--- src/rtl/shift_add_multiplier_pkg.sv ---
// Shared definitions for the shift-and-add multiplier: control state encoding.
package shift_add_multiplier_pkg;

   typedef enum logic [1:0] {
      S_IDLE = 2'd0,
      S_CALC = 2'd1,
      S_DONE = 2'd2
   } state_e;

endpackage

--- src/rtl/shift_add_multiplier_ripple_adder.sv ---
// Ripple-carry adder built from single-bit full-adder cells.

module full_adder (
   input  logic x_i,
   input  logic y_i,
   input  logic cin_i,
   output logic sum_o,
   output logic cout_o
);
   assign sum_o  = x_i ^ y_i ^ cin_i;
   assign cout_o = (x_i & y_i) | (cin_i & (x_i ^ y_i));
endmodule

module ripple_adder #(
   parameter int WIDTH = 8
) (
   output logic             cout_o,
   output logic [WIDTH-1:0] sum_o,
   input  logic [WIDTH-1:0] x_i,
   input  logic [WIDTH-1:0] y_i,
   input  logic             cin_i
);
   logic [WIDTH:0] carry;

   assign carry[0] = cin_i;

   // One full-adder cell per bit; carry ripples from LSB to MSB.
   for (genvar i = 0; i < WIDTH; i++) begin : g_fa
      full_adder u_fa (
         .x_i    (x_i[i]),
         .y_i    (y_i[i]),
         .cin_i  (carry[i]),
         .sum_o  (sum_o[i]),
         .cout_o (carry[i+1])
      );
   end

   assign cout_o = carry[WIDTH];
endmodule

--- src/rtl/shift_add_multiplier.sv ---
// Unsigned sequential multiplier: one partial-product add per cycle, fixed
// WIDTH-cycle latency, valid/ready handshake on operands and product.
module shift_add_multiplier
   import shift_add_multiplier_pkg::*;
#(
   parameter int WIDTH = 8
) (
   input  logic               clk,
   input  logic               rst_n,
   input  logic               in_valid_i,
   output logic               in_ready_o,
   input  logic [WIDTH-1:0]   a_i,
   input  logic [WIDTH-1:0]   b_i,
   output logic               out_valid_o,
   input  logic               out_ready_i,
   output logic [2*WIDTH-1:0] product_o,
   output logic               busy_o
);
   localparam int CW = (WIDTH > 1) ? $clog2(WIDTH) : 1;

   state_e               state_q, state_d;
   logic [WIDTH-1:0]     mcand_q, mcand_d;
   logic [2*WIDTH-1:0]   acc_q, acc_d;
   logic [CW-1:0]        count_q, count_d;

   logic [WIDTH-1:0]     addend;
   logic [WIDTH-1:0]     sum;
   logic                 cout;

   // Multiplicand is added only when the current multiplier bit (ACC LSB) is set.
   assign addend = acc_q[0] ? mcand_q : '0;

   ripple_adder #(.WIDTH(WIDTH)) u_adder (
      .cout_o (cout),
      .sum_o  (sum),
      .x_i    (acc_q[2*WIDTH-1:WIDTH]),
      .y_i    (addend),
      .cin_i  (1'b0)
   );

   // Next-state and datapath update for the IDLE -> CALC -> DONE sequence.
   always_comb begin
      // NOTE: every signal gets a default first so no path leaves it unassigned (no latch).
      state_d = state_q;
      mcand_d = mcand_q;
      acc_d   = acc_q;
      count_d = count_q;
      case (state_q)
         S_IDLE: begin
            if (in_valid_i) begin
               mcand_d = a_i;
               acc_d   = {{WIDTH{1'b0}}, b_i};
               count_d = '0;
               state_d = S_CALC;
            end
         end
         S_CALC: begin
            // Carry-out lands in the ACC MSB so the top bit of the product is kept.
            acc_d   = {cout, sum, acc_q[WIDTH-1:1]};
            count_d = count_q + 1'b1;
            if (count_q == CW'(WIDTH - 1)) state_d = S_DONE;
         end
         S_DONE: begin
            if (out_ready_i) state_d = S_IDLE;
         end
         default: state_d = S_IDLE;
      endcase
   end

   // State and datapath registers; reset clears everything and aborts any operation.
   always_ff @(posedge clk or negedge rst_n) begin
      if (!rst_n) begin
         state_q <= S_IDLE;
         mcand_q <= '0;
         acc_q   <= '0;
         count_q <= '0;
      end else begin
         // NOTE: non-blocking so all registers update from the same pre-edge values.
         state_q <= state_d;
         mcand_q <= mcand_d;
         acc_q   <= acc_d;
         count_q <= count_d;
      end
   end

   // Handshake flags depend on state only, so no combinational path from the inputs.
   assign in_ready_o  = (state_q == S_IDLE);
   assign busy_o      = (state_q == S_CALC);
   assign out_valid_o = (state_q == S_DONE);
   assign product_o   = acc_q;

endmodule
--- config.mk ---
export PLATFORM = sky130hd
export DESIGN_NAME = shift_add_multiplier
export DESIGN_NICKNAME = d
export VERILOG_FILES = /design/src/rtl/shift_add_multiplier_pkg.sv /design/src/rtl/shift_add_multiplier_ripple_adder.sv /design/src/rtl/shift_add_multiplier.sv
export SDC_FILE = /design/constraint.sdc
export NUM_CORES = 1
export LEC_CHECK = 0
export BUFFER_PORTS_ARGS = -buffer_cell sky130_fd_sc_hd__buf_2
export CORE_AREA = 2 2 73 75
export CTS_CLUSTER_DIAMETER = 40
export DETAILED_ROUTE_END_ITERATION = 12
export DIE_AREA = 0 0 75 77
export SETUP_SLACK_MARGIN = 0.05
export SLEW_MARGIN = 20
export SYNTH_ARGS = -nofsm -noshare
export SYNTH_HDL_FRONTEND = slang
export SYNTH_HIERARCHICAL = 1
export SYNTH_SLANG_ARGS = --single-unit
--- constraint.sdc ---
create_clock -name clk -period 5.86 [get_ports clk]
set_input_delay 1.172 -clock clk [delete_from_list [all_inputs] [get_ports clk]]
set_output_delay 1.172 -clock clk [all_outputs]
set_load 0.02 [all_outputs]
# Word level (Yosys, flattened, before mapping)
# Cells that the tools add are included.
# word_totals
latch_bits	0
mem_bits_ro	0
n_memories	0
reg_bits	29
input_bits	20
ram_bits	0
out_inout_bits	19
# classes
addsub	1
n_lt_le_gt_ge	0
muxes	9
n_eq_ne	6
n_reduce_logical	5
shift	0
bitwise	37
n_div	0
n_mul	0
# ops
op	count
$pmux W16 S2	1
$mux W16	1
$and A1 B1 Y1	15
$xor A1 B1 Y1	15
$mux W8	1
$or A1 B1 Y1	7
$mux W2	3
$pmux W2 S3	1
$pmux W3 S2	1
$ne A2 B1 Y1 const B	2
$reduce_and A2 Y1	2
$add A3 B1 Y3 const B	1
$eq A3 B3 Y1 const B	1
$mux W3	1
$reduce_and A3 Y1	1
$eq A2 B1 Y1 const B	1
$eq A2 B2 Y1 const B	1
$logic_not A2 Y1	1
$ne A2 B2 Y1 const B	1
$reduce_bool A2 Y1	1

# Longest topological paths before layout
# Gate-level depths: netlist of the first run.
# depth
word_depth	17
ltp_mapped	10
depth_no_buf	10

# Cells and area by module
# The synthesis of the first run kept the hierarchy.
# modules_own_cells
mod	area_each_um2	cells_each	n_inst
shift_add_multiplier	1302.5	104	1
full_adder	20.0	1	8

# Worst setup path before layout of the first run
# Ideal clock, no wire load.
# synth_timing
kind	register to register
start	register acc_q[0], in the netlist product_o[0]
end	register acc_q[14], in the netlist product_o[14]
path_buffers	0
t_arrival_ns	3.987
setup_ns	0.121
t_required_ns	5.739
slack_ns	1.752
stages_incl_launch_ff	11
cell_sequence	dfrtp_1 > and2_1 > fa_1 > fa_1 > fa_1 > fa_1 > fa_1 > fa_1 > fa_1 > fa_1 > a22o_1
# synth_via
elab_chain_cells	16
# synth_lines
element	line	source
start: declaration	shift_add_multiplier.sv:23	logic [2*WIDTH-1:0] acc_q, acc_d;
start signal: assignment	shift_add_multiplier.sv:75	acc_q <= '0;
start signal: assignment	shift_add_multiplier.sv:81	acc_q <= acc_d;
$mux W8	shift_add_multiplier.sv:31	assign addend = acc_q[0] ? mcand_q : '0;
net addend[0]	shift_add_multiplier.sv:26	logic [WIDTH-1:0] addend;
$and A1 B1 Y1	shift_add_multiplier_ripple_adder.sv:11	assign cout_o = (x_i & y_i) | (cin_i & (x_i ^ y_i));
net u_adder.carry[1]	shift_add_multiplier_ripple_adder.sv:23	logic [WIDTH:0] carry;
$and A1 B1 Y1	shift_add_multiplier_ripple_adder.sv:11	
$or A1 B1 Y1	shift_add_multiplier_ripple_adder.sv:11	
net u_adder.carry[2]	shift_add_multiplier_ripple_adder.sv:23	
$and A1 B1 Y1	shift_add_multiplier_ripple_adder.sv:11	
[... 1 more ...]	n/a	
net u_adder.carry[3]	shift_add_multiplier_ripple_adder.sv:23	
[... 2 more ...]	n/a	
net u_adder.carry[4]	shift_add_multiplier_ripple_adder.sv:23	
[... 2 more ...]	n/a	
net u_adder.carry[5]	shift_add_multiplier_ripple_adder.sv:23	
[... 1 more ...]	n/a	
$or A1 B1 Y1	shift_add_multiplier_ripple_adder.sv:11	
net u_adder.carry[6]	shift_add_multiplier_ripple_adder.sv:23	
$and A1 B1 Y1	shift_add_multiplier_ripple_adder.sv:11	
$or A1 B1 Y1	shift_add_multiplier_ripple_adder.sv:11	
net u_adder.carry[7]	shift_add_multiplier_ripple_adder.sv:23	
$xor A1 B1 Y1	shift_add_multiplier_ripple_adder.sv:10	assign sum_o = x_i ^ y_i ^ cin_i;
net sum[7]	shift_add_multiplier.sv:27	logic [WIDTH-1:0] sum;
$pmux W16 S2	shift_add_multiplier.sv:48	case (state_q)
# The timed path passes the listed nets, and every way through them passes these cells.
# A chain may end at the register's enable or synchronous reset.

# Final worst setup path of the first run
# Same ends and word-level chain as after synthesis.

==> results by group, run 1 <==
Run status
  • Outcome: completed

Drt
  • Drt wl/cell: 13.37 µm
  • Drt first pass iters: 4
  • DRC: 0
  • Post-route ant nets: 0
  • Via count: 1056
  • Number of vias per cell: 4.778
  • Iteration-0 DRC count of the detailed router: 46
  • Post-Route WL: 2954 µm

Clock tree
  • # hold bufs at CTS: 0
  • Worst-path clk slew: 0.06 ns
  • Max Root-Sink Buffers: 2
  • CTS tree: done
  • Post-CTS Resized: 0
  • Setup Fix Bufs, Post-CTS: 0
  • Clk sinks: 29
  • CTS Buf Count: 5
  • Clock Latency Late Sink: 0.28 ns
  • Root buffer cell: clkbuf_8
  • Htree depth: 2

Layout
  • Nets: 181
  • ANT cells: 0
  • Layout cells sized above 1: 36.42%
  • P&R area growth vs syn: 21.39%

Setup path
  • Critical Path Sink Type: register
  • CP Data Required Time: 6.02 ns
  • Critical Path AT: 4.31 ns
  • R2R depth: 10
  • RR Startpoint: product_o[0]
  • Reg2Reg Setup Slack: 1.71 ns
  • Kind of critical path: reg -> reg
  • Worst r2r dst: product_o[14]
  • Worst Path Max Fanout: 11
  • Worst setup SP type: register

Job
  • Maxcap violations: 0

Die
  • Die W: 75 µm
  • Die Ht: 77 µm
  • # rows: 26
  • Placeable Area: 4977 µm²
  • Ports: 39
  • Initial Utilization: 29.39%
  • Die Footprint: 5775 µm²

Logic synthesis
  • Post-synthesis average cell area: 13.06 µm²
  • Synth Register Bits: 29
  • Simple logic cell fraction of the synthesized area: 7.528%
  • Unique cell type count in the Yosys netlist: 23
  • Complex-gate fraction of the synthesized area: 17.28%
  • Post-Syn Area: 1463 µm²
  • Mapped Nets: 142
  • Largest family of logic cells by synthesized area: compound AO/OA/AOI/OAI gates
  • Post-synthesis cell count: 112
  • Xor/xnor share of the synthesized area: 0%
  • Synth warn: 6
  • Synth Area in Adders: 12.66%
  • Register area share after synthesis: 49.62%
  • Fraction of synthesized area in multiplexers: 8.212%

Timing
  • Max-slew violations: 0
  • Final hold vios: 0
  • Worst slew pin tran: 0.7999 ns
  • Timing-limited maximum frequency: 241.2 MHz
  • Crit path time final: 4.146 ns
  • RSZ-0062 raised after global routing: no
  • Final Setup Violations: 0
  • Slew HR: 46.56%
  • Final Cycle Share: 70.74%
  • Final hold slack: 0.5033 ns
  • Post-route setup TNS: 0 ns
  • Worst clock skew: 0.003995 ns

GRT
  • Gr ovfl total: 0
  • Largest net degree at the start of global routing: 30
  • Antenna violations before repair: 0
  • GRT Overall Usage: 10.80%
  • First-pass GRT wire length: 4733 µm
  • Vias in the first global route: 1005

Power and ir drop
  • Net Sw Frac: 39.94%
  • Comb pwr share: 49.3%
  • VDD IR max: 0.2590 mV
  • Clock power share: 14.8%
  • P_sw: 0.4384 mW
  • Cell-internal power: 0.6593 mW
  • Seq pwr share: 35.9%
  • Leak pwr: 0.8166 nW
  • Power Density: 618.2 nW/µm²

Placement
  • Placer Congestion: 0.7290
  • HPWL after DPL: 2123 µm
  • IO Port Bufs: 38

Hold path
  • Hold WC Path Type: reg -> reg
  • WHS Endpoint: mcand_q[7]
  • Depth of the worst hold-timing path: 1
  • Hold Crit Start: mcand_q[7]
registers in the layout (all words and copies together) (netlist names):
name       count
count_q        3
mcand_q        8
product_o     16
state_q        2
area by class of cell:
type	count	area (µm²)
fillers	507	3202
flip-flops and latches	29	725.7
well taps	70	87.58
clock buffers	7	86.33
repair buffers	38	190.2
multi-input cells	74	671.9
inverters	3	13.76
worst max-delay path: stages, from the launching register on:
cell	delay, ns
dfrtp_1	0.47
and2_1	0.19
fa_1	0.40
fa_1	0.38
fa_1	0.38
fa_1	0.39
fa_1	0.39
fa_1	0.38
fa_1	0.39
fa_1	0.44
a22o_1	0.22
synth_stat cells:
cell | n | area share [%]
nor2b_1 | 1 | 0.43
nand2b_2 | 1 | 0.60
and2_1 | 8 | 3.4
buf_4 | 1 | 0.51
conb_1 | 1 | 0.26
o22ai_1 | 16 | 6.8
o21ai_0 | 1 | 0.34
dfrtp_1 | 29 | 50
nor2_1 | 3 | 0.77
nand2_1 | 2 | 0.51
buf_2 | 2 | 0.68
o31ai_1 | 1 | 0.51
clkinv_1 | 2 | 0.51
mux2_4 | 8 | 8.2
nand2b_1 | 1 | 0.43
a22o_1 | 10 | 6.0
nor2_8 | 1 | 1.4
inv_4 | 1 | 0.43
o21bai_1 | 1 | 0.51
a21oi_1 | 9 | 3.1
ha_1 | 2 | 1.7
buf_6 | 3 | 2.3
fa_1 | 8 | 11
layout by cell type (no fill, tap or decap):
| master | instances |
|---|---|
| a21oi_1 | 9 |
| a22o_1 | 10 |
| and2_1 | 8 |
| buf_2 | 38 |
| clkbuf_1 | 1 |
| clkbuf_8 | 6 |
| clkinv_1 | 2 |
| conb_1 | 1 |
| dfrtp_1 | 29 |
| fa_1 | 8 |
| ha_1 | 2 |
| inv_4 | 1 |
| mux2_4 | 8 |
| nand2_1 | 2 |
| nand2b_1 | 1 |
| nand2b_2 | 1 |
| nor2_1 | 3 |
| nor2_8 | 1 |
| nor2b_1 | 1 |
| o21ai_0 | 1 |
| o21bai_1 | 1 |
| o22ai_1 | 16 |
| o31ai_1 | 1 |
power groups by stage:
stage / sequential (mW) / combinational, mW / clock [mW]
after floorplan: 0.430 / 0.386 / 0
after global placement: 0.397 / 0.542 / 0
after detailed placement: 0.397 / 0.546 / 0
after CTS: 0.395 / 0.549 / 0.169
after global routing: 0.412 / 0.603 / 0.179
final: 0.394 / 0.542 / 0.162
cell families after synthesis:
family                   count (synthesis)
AO/OA/AOI/OAI                           38
adder cells (fa/ha/maj)                 10
buffers and inverters                    9
flip-flops                              29
multiplexers                             8
other                                    1
AND/OR/NAND/NOR                         17
metal layers:
metal | vias up | track usage, % | wire [µm]
li1 | 482 | - | -
met1 | 519 | 15.92 | 1446
met2 | 50 | 14.39 | 1230
met3 | 5 | 3.417 | 238
met4 | 0 | 4.464 | 38
met5 | - | 0 | 0
per-stage QoR:
stage | util, % | area, µm² | instances | setup slack (ns) | total power, mW
after global placement | 33.94 | 1689 | 214 | 1.777 | 0.9396
after floorplan | - | 1463 | 112 | 1.752 | 0.8159
final | 35.67 | 1775 | 221 | 1.714 | 1.098
after detailed placement | 33.94 | 1689 | 214 | 1.710 | 0.9432
after CTS | 35.67 | 1775 | 221 | 1.701 | 1.113
after global routing | 35.67 | 1775 | 221 | 1.589 | 1.193
worst max path at each step:
stage | startpoint | endpoint
after CTS | product_o[0] | product_o[14]
after global routing | product_o[0] | product_o[14]
after floorplan | product_o[0] | product_o[14]
after global placement | product_o[0] | product_o[14]
after detailed placement | product_o[0] | product_o[14]
final | product_o[0] | product_o[14]
No activity file was read; power rests on OpenSTA's default activity.
==> inputs of run 2 (changes only) <==
clock period = 4 ns   (was 5.86 ns; I/O delays follow)
==> run 2 against run 1 <==
Against the previous run: worst hold slack is essentially flat; critical endpoint unchanged; clock power grew 43%; via count shrank 1.3%; fmax grew 7.6%; routed wire length grew 2.7%; largest power group unchanged; power grew 49%; first-iteration DRC count grew 35%; critical path type unchanged; largest cell class unchanged; sequential power grew 46%; clock skew grew 0.0035 ns.
==> results by group, run 2 (synthesis results as in run 1) <==
Timing
  • Worst slew pin tran: 0.8920 ns
  • Max-slew violations: 0
  • Worst clock skew: 0.007497 ns
  • Final Cycle Share: 96.33%
  • Final hold vios: 0
  • Crit path time final: 3.853 ns
  • Post-route setup TNS: 0 ns
  • Slew HR: 40.41%
  • RSZ-0062 raised after global routing: no
  • Timing-limited maximum frequency: 259.5 MHz
  • Final Setup Violations: 0

GRT
  • Gr ovfl total: 0
  • First-pass GRT wire length: 4947 µm
  • GRT Overall Usage: 11.38%
  • Largest net degree at the start of global routing: 30
  • Vias in the first global route: 1021
  • GR Util met2: 14.47%
  • GRT Max-Usage Layer: met1
  • Met1 Use GR: 17.15%
  • Antenna violations before repair: 0
  • GR Layer Usage met3: 4.731%

Layout
  • Multi-input gate area in the final layout: 684.4 µm²
  • Layout cells sized above 1: 41.18%
  • Post-Layout Inst Area: 1793 µm²
  • Core Util, Final: 36.02%
  • ANT cells: 0
  • P&R area growth vs syn: 22.58%
  • Nets: 182
  • Fill cells: 507
  • Sequential Area: 726.9 µm²
  • Commonest non-fill, non-tap cell in the layout: buf_2
  • Most frequent cells in the layout: buf_2, dfrtp_1, o22ai_1
  • Max reg flops: 16

Die
  • Initial Utilization: 29.39%
  • Placeable Area: 4977 µm²
  • Die Ht: 77 µm
  • Die W: 75 µm
  • # rows: 26
  • Ports: 39
  • Die Footprint: 5775 µm²

Setup path
  • Kind of critical path: reg -> reg
  • Worst setup SP type: register
  • Critical Path AT: 4.02 ns
  • Top cell family by delay on the critical path: adder cells
  • CP bufs+invs: 0
  • CP Data Required Time: 4.17 ns
  • Slowest CP cell: fa_1
  • Worst Path Max Fanout: 2
  • CP Cell Sequence: and2_4 > fa_1 > fa_2 > fa_1 > fa_1 > fa_2 > fa_2 > fa_2 > fa_1 > a22o_1
  • Critical Path Sink Type: register
  • Crit-path max cell delay: 0.44 ns

Drt
  • Post-route ant nets: 0
  • Drt wl/cell: 13.61 µm
  • Post-Route WL: 3034 µm
  • Iteration-0 DRC count of the detailed router: 62
  • DRC: 0
  • Number of vias per cell: 4.673
  • Drt first pass iters: 4
  • Via count: 1042

Hold path
  • Hold WC Path Type: reg -> reg

Power and ir drop
  • VDD IR max: 0.4578 mV
  • Power Density: 911.5 nW/µm²
  • Leak pwr: 0.8178 nW

Placement
  • Placer Congestion: 0.7031
  • HPWL after DPL: 2140 µm
  • IO Port Bufs: 38
  • Post-DP Area: 1708 µm²

Clock tree
  • Max Root-Sink Buffers: 2
  • Clk sinks: 29
  • # hold bufs at CTS: 0
  • CTS tree: done
  • Clock Latency Late Sink: 0.28 ns
  • Root buffer cell: clkbuf_8
  • CTS Buf Count: 5
  • Worst-path clk slew: 0.06 ns
  • Htree depth: 2

Run status
  • Outcome: completed

Job
  • Maxcap violations: 0
## run 2: cell count changes in the layout (fill, tap and decap cells not counted)
cell | previous run | this run
and2_1 | 8 | 7
and2_4 | 0 | 1
buf_4 | 0 | 1
clkbuf_8 | 6 | 5
clkinv_2 | 0 | 2
dfrtp_1 | 29 | 28
dfrtp_2 | 0 | 1
fa_1 | 8 | 4
fa_2 | 0 | 4
## run 2: final timing paths
check	from	endpoint	slack [ns]	depth (start not counted)
worst min register to register	mcand_q[6]	mcand_q[6]	0.50	1
max in group asynchronous	rst_n	product_o[0]	3.01	1
worst max-delay path	product_o[0]	product_o[14]	0.15	10
min in group asynchronous	rst_n	product_o[5]	0.53	1
worst min-delay path	mcand_q[6]	mcand_q[6]	0.50	1
worst max register to register	product_o[0]	product_o[14]	0.15	10
## run 2: repair_timing
item,in CTS,in global routing
resized for setup,0,1
buffers inserted,0,0
setup endpoints to repair,0,1
## run 2: final cells by class
| cell class | instances | area share, % |
|---|---|---|
| Sequential cell | 29 | 40.54 |
| Multi-Input combinational cell | 74 | 38.17 |
| Timing Repair Buffer | 39 | 11.03 |
| Tap cell | 70 | 4.885 |
| Clock buffer | 6 | 4.047 |
| Inverter | 3 | 0.7676 |
| Clock inverter | 2 | 0.5583 |
## run 2: metal layers
layer  wire, µm  vias up
met5          0        -
li1           -      490
met1       1481      502
met2       1240       47
met3        292        3
met4         19        0
## run 2: through the flow
step | instances | total power [mW] | hold slack (ns) | setup slack [ns]
floorplan | 112 | 1.209 | 0.4640 | 0.06605
global placement | 215 | 1.394 | 0.4896 | 0.1547
detailed placement | 215 | 1.415 | 0.4953 | 0.1063
CTS | 223 | 1.651 | 0.5089 | 0.09516
global route | 223 | 1.775 | 0.5310 | 0.05862
finish | 223 | 1.634 | 0.5035 | 0.1467
## run 2: report_power, final
part / leakage [nW] / switching (mW) / internal [mW]
clock: 0.0450 / 0.111 / 0.120
sequential: 0.341 / 0.132 / 0.441
combinational: 0.432 / 0.421 / 0.409
==> inputs of run 3 (changes only) <==
RECOVER_POWER = 100   (was default)
==> run 3 against run 2 <==
Against the previous run: the run now ends with capacitance limit, slew limit left; cell count stayed put; combinational power down 7.2%; utilization fell by 1.4 points; critical path type unchanged; routed wire length up 0.96%; global-route usage unchanged; first-iteration DRC count down 18%; final area down 4.0%.
==> results by group, run 3 (synthesis results as in run 1) <==
Job
  • Maxcap violations: 1

GRT
  • Vias in the first global route: 1021
  • Antenna violations before repair: 0
  • GRT Overall Usage: 11.38%
  • Largest net degree at the start of global routing: 30
  • First-pass GRT wire length: 4947 µm
  • Gr ovfl total: 0

Run status
  • Failing checks: capacitance limit, slew limit
  • Outcome: complete, but fails checks

Timing
  • Worst clock skew: 0.007434 ns
  • Final setup margin: 0.1605 ns
  • Final Setup Violations: 0
  • Worst slew pin tran: 1.521 ns
  • RSZ-0062 raised after global routing: no
  • Crit path time final: 3.839 ns
  • Final Cycle Share: 95.99%
  • Final hold slack: 0.4894 ns
  • Max-slew violations: 30
  • Post-route setup TNS: 0 ns
  • Slew HR: -1.387%
  • Final hold vios: 0
  • Timing-limited maximum frequency: 260.5 MHz

Layout
  • Commonest non-fill, non-tap cell in the layout: dfrtp_1
  • ANT cells: 0
  • Nets: 182
  • Fill cells: 534
  • P&R area growth vs syn: 17.71%
  • Max reg flops: 16
  • Most frequent cells in the layout: dfrtp_1, clkbuf_1, buf_2
  • Layout cells sized above 1: 25.49%
  • Post-Layout Inst Area: 1722 µm²
  • Core Util, Final: 34.59%

Clock tree
  • Clock Latency Late Sink: 0.28 ns
  • Worst-path clk slew: 0.06 ns
  • Htree depth: 2
  • Post-CTS Resized: 0
  • CTS Buf Count: 5
  • CTS tree: done
  • Root buffer cell: clkbuf_8
  • Setup Fix Bufs, Post-CTS: 0
  • Clk sinks: 29
  • # hold bufs at CTS: 0
  • Max Root-Sink Buffers: 2

Placement
  • Placer Congestion: 0.7031
  • HPWL after DPL: 2140 µm
  • Post-DP Area: 1708 µm²
  • IO Port Bufs: 38
  • Place WS: 0.1063 ns

Drt
  • Post-Route WL: 3063 µm
  • DR WL met3: 281 µm
  • Drt first pass iters: 4
  • DRC: 0
  • Iteration-0 DRC count of the detailed router: 51
  • Metal-1 WL: 1576 µm
  • Post-route ant nets: 0
  • Met2 Routed Length: 1185 µm
  • Drt wl/cell: 13.74 µm
  • Via count: 1041
  • DR top layer: met4
  • Number of vias per cell: 4.668

Power and ir drop
  • Leak pwr: 0.7213 nW
  • VDD IR max: 0.4322 mV
  • Power Density: 911.8 nW/µm²

Setup path
  • Kind of critical path: reg -> reg
  • RR Startpoint: product_o[0]
  • Critical Path AT: 4.01 ns
  • R2R depth: 10
  • CP Data Required Time: 4.17 ns
  • Worst setup SP type: register
  • Worst Path Max Fanout: 2
  • Critical Path Sink Type: register
  • Reg2Reg Setup Slack: 0.16 ns
  • Worst r2r dst: product_o[14]

Die
  • Ports: 39
  • Die Footprint: 5775 µm²
  • Initial Utilization: 29.39%
  • Die W: 75 µm
  • # rows: 26
  • Die Ht: 77 µm
  • Placeable Area: 4977 µm²

Hold path
  • Depth of the worst hold-timing path: 1
  • Hold Crit Start: mcand_q[0]
  • Hold WC Path Type: reg -> reg
  • WHS Endpoint: mcand_q[0]
## run 3: worst max path at each step
stage	to	from	depth (start not counted)	slack, ns
floorplan	product_o[14]	product_o[0]	10	0.07
global placement	product_o[14]	product_o[0]	10	0.15
detailed placement	product_o[14]	mcand_q[0]	10	0.11
CTS	product_o[14]	mcand_q[0]	10	0.1
global route	product_o[14]	mcand_q[0]	10	0.06
finish	product_o[14]	product_o[0]	10	0.16
## run 3: metal layers
metal,global-route usage [%],vias up
li1,-,487
met1,17.15,502
met2,14.47,49
met3,4.731,3
met4,3.750,0
met5,0,-
## run 3: through the flow
stage	total power [mW]	std cells
2_1_floorplan	1.209	112
5_1_grt	1.709	223
6_report	1.570	223
3_3_place_gp	1.394	215
4_1_cts	1.651	223
3_5_place_dp	1.415	215
## run 3: final cells by class
| type | count | area (µm²) | share of cell area, % |
|---|---|---|---|
| flip-flops and latches | 29 | 726.9 | 42.22 |
| multi-input cells | 74 | 639.4 | 37.14 |
| repair buffers | 39 | 172.7 | 10.03 |
| well taps | 70 | 87.58 | 5.087 |
| clock buffers | 6 | 72.57 | 4.215 |
| inverters | 3 | 12.51 | 0.7267 |
| clock inverters | 2 | 10.01 | 0.5814 |
## run 3: worst max-delay path: stages, from the launching register on
cell	delay [ns]
dfrtp_2	0.40
and2_4	0.14
fa_1	0.40
fa_2	0.34
fa_1	0.38
fa_1	0.39
fa_2	0.35
fa_2	0.34
fa_2	0.34
fa_1	0.43
a22o_1	0.22
## run 3: power breakdown
group | total, mW | switching (mW) | internal (mW) | leakage (nW)
Combinational | 0.770 | 0.415 | 0.355 | 0.335
Clock | 0.231 | 0.111 | 0.120 | 0.0450
Sequential | 0.569 | 0.128 | 0.441 | 0.341
Total | 1.57 | 0.654 | 0.916 | 0.721
